===== src/rtl/uart_rx_byte_fifo.sv =====
// Byte FIFO behind the UART RX sampler: rising-edge capture of data_valid and frame_err,
// a show-ahead read port, a sticky overflow flag and a saturating frame-error counter.
module uart_rx_byte_fifo #(
  parameter int unsigned DEPTH        = 16,
  parameter int unsigned CNT_W        = 8,
  parameter bit          AUTO_ERR_CLR = 1'b1
) (
  input  logic                     clk_sample,
  input  logic                     RST_N,
  input  logic [7:0]               data_rx,
  input  logic                     data_valid,
  input  logic                     frame_err,
  output logic                     Err_clr,
  input  logic                     err_clr_req,
  output logic [7:0]               rd_data,
  output logic                     rd_valid,
  input  logic                     rd_ready,
  output logic [$clog2(DEPTH):0]   count,
  output logic                     ovf,
  input  logic                     ovf_clr,
  output logic [CNT_W-1:0]         err_cnt
);

  localparam int unsigned PTR_W = $clog2(DEPTH);
  localparam int unsigned OCC_W = PTR_W + 1;
  localparam logic [CNT_W-1:0] ERR_MAX = {CNT_W{1'b1}};

  logic [7:0]       mem [DEPTH];
  logic [PTR_W-1:0] wr_ptr_q, wr_ptr_d;
  logic [PTR_W-1:0] rd_ptr_q, rd_ptr_d;
  logic [OCC_W-1:0] count_d;
  logic             rd_valid_d;
  logic             ovf_d;
  logic [CNT_W-1:0] err_cnt_d;
  logic             err_clr_d;
  logic             dv_q, fe_q;

  logic             dv_rise, fe_rise;
  logic             push_req, push_ok, pop, full, ovf_set;

  // Next-state computation for pointers, occupancy, flags and error counter
  always_comb begin
    dv_rise    = data_valid & ~dv_q;
    fe_rise    = frame_err & ~fe_q;
    full       = (count == OCC_W'(DEPTH));
    pop        = rd_valid & rd_ready;
    push_req   = dv_rise & ~fe_rise;
    // A push into a full FIFO only fits if the head leaves on the same edge
    push_ok    = push_req & (~full | pop);
    ovf_set    = push_req & full & ~pop;

    wr_ptr_d   = wr_ptr_q;
    rd_ptr_d   = rd_ptr_q;
    count_d    = count;
    ovf_d      = ovf;
    err_cnt_d  = err_cnt;
    err_clr_d  = 1'b0;

    if (push_ok) wr_ptr_d = wr_ptr_q + PTR_W'(1);
    if (pop)     rd_ptr_d = rd_ptr_q + PTR_W'(1);

    unique case ({push_ok, pop})
      2'b10:   count_d = count + OCC_W'(1);
      2'b01:   count_d = count - OCC_W'(1);
      default: count_d = count;
    endcase
    rd_valid_d = (count_d != '0);

    if (ovf_set)      ovf_d = 1'b1;
    else if (ovf_clr) ovf_d = 1'b0;

    if (err_clr_req)                      err_cnt_d = fe_rise ? CNT_W'(1) : '0;
    else if (fe_rise && err_cnt != ERR_MAX) err_cnt_d = err_cnt + CNT_W'(1);

    err_clr_d = (AUTO_ERR_CLR & fe_rise) | err_clr_req;
  end

  always_ff @(posedge clk_sample or negedge RST_N) begin
    if (!RST_N) begin
      dv_q     <= 1'b0;
      fe_q     <= 1'b0;
      wr_ptr_q <= '0;
      rd_ptr_q <= '0;
      count    <= '0;
      rd_valid <= 1'b0;
      ovf      <= 1'b0;
      err_cnt  <= '0;
      Err_clr  <= 1'b0;
    end else begin
      dv_q     <= data_valid;
      fe_q     <= frame_err;
      wr_ptr_q <= wr_ptr_d;
      rd_ptr_q <= rd_ptr_d;
      count    <= count_d;
      rd_valid <= rd_valid_d;
      ovf      <= ovf_d;
      err_cnt  <= err_cnt_d;
      Err_clr  <= err_clr_d;
    end
  end

  // Storage is not reset; pointers alone define validity
  always_ff @(posedge clk_sample) begin
    if (push_ok) mem[wr_ptr_q] <= data_rx;
  end

  assign rd_data = mem[rd_ptr_q];

endmodule


===== config.mk =====
export PLATFORM = sky130hd
export DESIGN_NAME = uart_rx_byte_fifo
export DESIGN_NICKNAME = d
export VERILOG_FILES = /design/src/rtl/uart_rx_byte_fifo.sv
export SDC_FILE = /design/constraint.sdc
export NUM_CORES = 1
export LEC_CHECK = 0
export BUFFER_PORTS_ARGS = -buffer_cell sky130_fd_sc_hd__buf_2
export CORE_UTILIZATION = 60
export CTS_CLUSTER_SIZE = 14
export DETAILED_ROUTE_END_ITERATION = 6
export HOLD_SLACK_MARGIN = 0.05
export PLACE_DENSITY = 0.85
export SYNTH_ARGS = -nofsm -noshare
export SYNTH_HDL_FRONTEND = slang
export SYNTH_SLANG_ARGS = --single-unit

===== constraint.sdc =====
create_clock -name clk_sample -period 2.55 [get_ports clk_sample]
set_input_delay 0.3825 -clock clk_sample [delete_from_list [all_inputs] [get_ports clk_sample]]
set_output_delay 0.3825 -clock clk_sample [all_outputs]
set_load 0.02 [all_outputs]

==> reports/results.ini <==
[route]
firstDrtPassIters = 5
routed_wl_um = 12300
wl_met2_um = 6470
drc = 0
wl_met1_um = 4880
highest_layer = met4
drt_iter0_drc = 251
vias = 3292
wl_met3_um = 696
wire_per_inst_um = 22.7
detail_route.vias_per_cell = 6.07
ant_nets = 0

[cells_and_area]
seq_area_mm2 = 0.00450
antenna_cells = 0
fillers = 604
layout-drive-gt1-share_pct = 32.0
area_growth_pct = 15.7
stdcell_area_mm2 = 0.00738
multi_input_area_mm2 = 0.00170
nNetsFinal = 416

[run_status]
violations = setup timing
status = finished with violations

[sta]
fin_ws_ns = -0.231
slew_headroom_pct = 56.5
rsz0062_at_grt = true
max_freq_ghz = 0.360
worstMarginPinSlew_ns = 0.652
setup_viol = 8
skew_ns = 0.00596
period_minus_slack_ns = 2.78
finalCritPeriodShare_pct = 109
maxSlewViolCount = 0
finalSetupTns_ns = -1.70
hold_viol = 0

[logic_synthesis]
yosys-top-cells-area = edfxtp_1 60%, dfrtp_1 10%, mux4_2 8.5%
yosysMostFrequentCell = edfxtp_1
yosys_register_bits = 154
netlist_top_cells_count = 128 x edfxtp_1, 26 x dfrtp_1, 24 x mux4_2
synth_top_area_share_pct = 60.2
syn_nets = 344
syn_area_mm2 = 0.00638
ys.warnings.count = 0
postSynth.asyncResetShare_pct = 16.9
ys_seq_area_share_pct = 70.4
synth_top_area_cell = edfxtp_1
synth-main-ff-cell = edfxtp_1
synth_edf_count = 128
syn_inst = 322
yosysUniqueCellTypes = 49
synth_area_per_cell_um2 = 19.8

[clocking]
cts_made_buffers = 17
htreeDepth = 4
tritoncts = built
cts_buffer_depth = 2
path_clk_slew_ns = 0.06
clkSinkCount = 154
root_buffer = clkbuf_8
worstSkewPairLatency_ns = 0.52

[pwr]
switching_share_pct = 29.5
total_power_w = 0.00764
max-vdd-ir-drop_mv = 0.588
p_clk_share_pct = 30.5
seqPwrFrac_pct = 41.7
p_leak_nw = 2.62
switching_power_w = 0.00225
p_per_area_mw_per_mm2 = 1030
p_comb_share_pct = 27.9
internal_power_w = 0.00539

[global_routing]
grt_pass1_wl_um = 19200
grt_pass1_vias = 3405
gr-usage-all-layers_pct = 24.8
antenna_found_initial = 0
grt_max_degree = 36
grt-ovfl-total = 0

[run]
maxCapViolations = 0

[floorplan]
core_mm2 = 0.0103
start_util_pct = 61.8
die-area_mm2 = 0.0111
die_y_um = 105
ios = 39
die_w_um = 105
rows = 37

[setup_path]
cp-end-kind = output pin
crit_fanout = 16
cp.required_ns = 2.17
critPathArrivalTime_ns = 2.40
crit_type = register to output pin
crit_path_start_kind = register

[placement]
dp.final_hpwl_um = 7730
dp_slack_ns = 0.153
place_congestion = 0.784
portBuffers = 38
postPlaceCellArea_mm2 = 0.00680

[min_path]
hold_class = input pin to register

==> layout make-up <==
class                      instances  area share [%]
clock inverter                    12            1.69
tap                              136            2.30
inverter                           4           0.203
sequential                       154            60.9
multi-input combinational        150            23.0
timing repair buffer              67            6.17
clock buffer                      19            5.71
==> power groups by stage <==
stage / Sequential [W] / Combinational, W / Clock [W]
after detailed placement: 0.00324 / 0.00209 / 0
after floorplan: 0.00314 / 0.00172 / 0
after global placement: 0.00322 / 0.00204 / 0
after global routing: 0.00322 / 0.00228 / 0.00246
final: 0.00318 / 0.00213 / 0.00233
after CTS: 0.00319 / 0.00214 / 0.00237
==> repair_timing <==
action                     4_1_cts  5_1_grt
setup buffers                    1        0
gates resized for setup          3        2
setup endpoints to repair        8        9
hold buffers                     4        0
cloned                           0        0
hold endpoints to repair        29        0
==> stage by stage <==
stage          instances  util, %  hold slack, ns
6_report             542     71.5           0.147
5_1_grt              542     71.5           0.138
4_1_cts              542     71.5           0.124
3_5_place_dp         506     65.8           0.421
3_3_place_gp         506     65.8           0.417
2_1_floorplan        322        -          0.0869
==> sequential cells by signal, indices dropped and copies added (netlist names) <==
| register | count |
|---|---|
| Err_clr | 1 |
| count | 5 |
| err_cnt | 8 |
| mem | 128 |
| fe_q | 1 |
| ovf | 1 |
| rd_valid | 1 |
| wr_ptr_q | 4 |
| rd_ptr_q | 4 |
| dv_q | 1 |
==> cell families (layout without fill, tap and decap cells) <==
kind of cell    Yosys count  in the layout  share of synthesized area [%]
simple gates             66             66                           5.53
buf+inv                  18            102                           2.78
fa+ha+maj                 7              7                           1.37
flops                   154            154                           70.4
compound gates           20             20                           2.43
xor+xnor                 15             15                           2.06
mux                      42             42                           15.4
==> cell usage in the layout, fill, tap and decap left out, types with 5 or more instances in the layout <==
master,n
edfxtp_1,128
dfrtp_1,25
buf_4,22
nor3_1,6
nor2_1,22
mux4_1,12
buf_2,38
a21oi_1,5
nand2_1,10
xnor2_1,12
clkbuf_16,16
ha_1,7
mux4_2,28
==> critical path, stage by stage (launching register included) <==
cell and delay [ns]:
dfrtp_2 0.44, buf_12 0.20, mux4_1 0.58, mux4_2 0.47, buf_2 0.17
==> layer usage <==
layer,GRT usage [%],vias to the layer above
li1,-,1450
met1,31.2,1686
met5,0,-
met2,41.9,130
met3,5.99,26
met4,9.56,0
==> worst paths after layout <==
| check | from | end | slack [ns] | cells after the start |
|---|---|---|---|---|
| hold / removal | err_clr_req | err_cnt[5] | 0.15 | 2 |
| max in group asynchronous | RST_N | rd_ptr_q[0] | 1.73 | 2 |
| hold reg to reg | ovf | ovf | 0.55 | 2 |
| min in group asynchronous | RST_N | ovf | 0.41 | 2 |
| setup reg to reg | count[2] | mem[0][3] | 0.23 | 6 |
| setup / recovery | rd_ptr_q[0] | rd_data[5] | -0.23 | 4 |
Power figures use the tool's default switching activity.
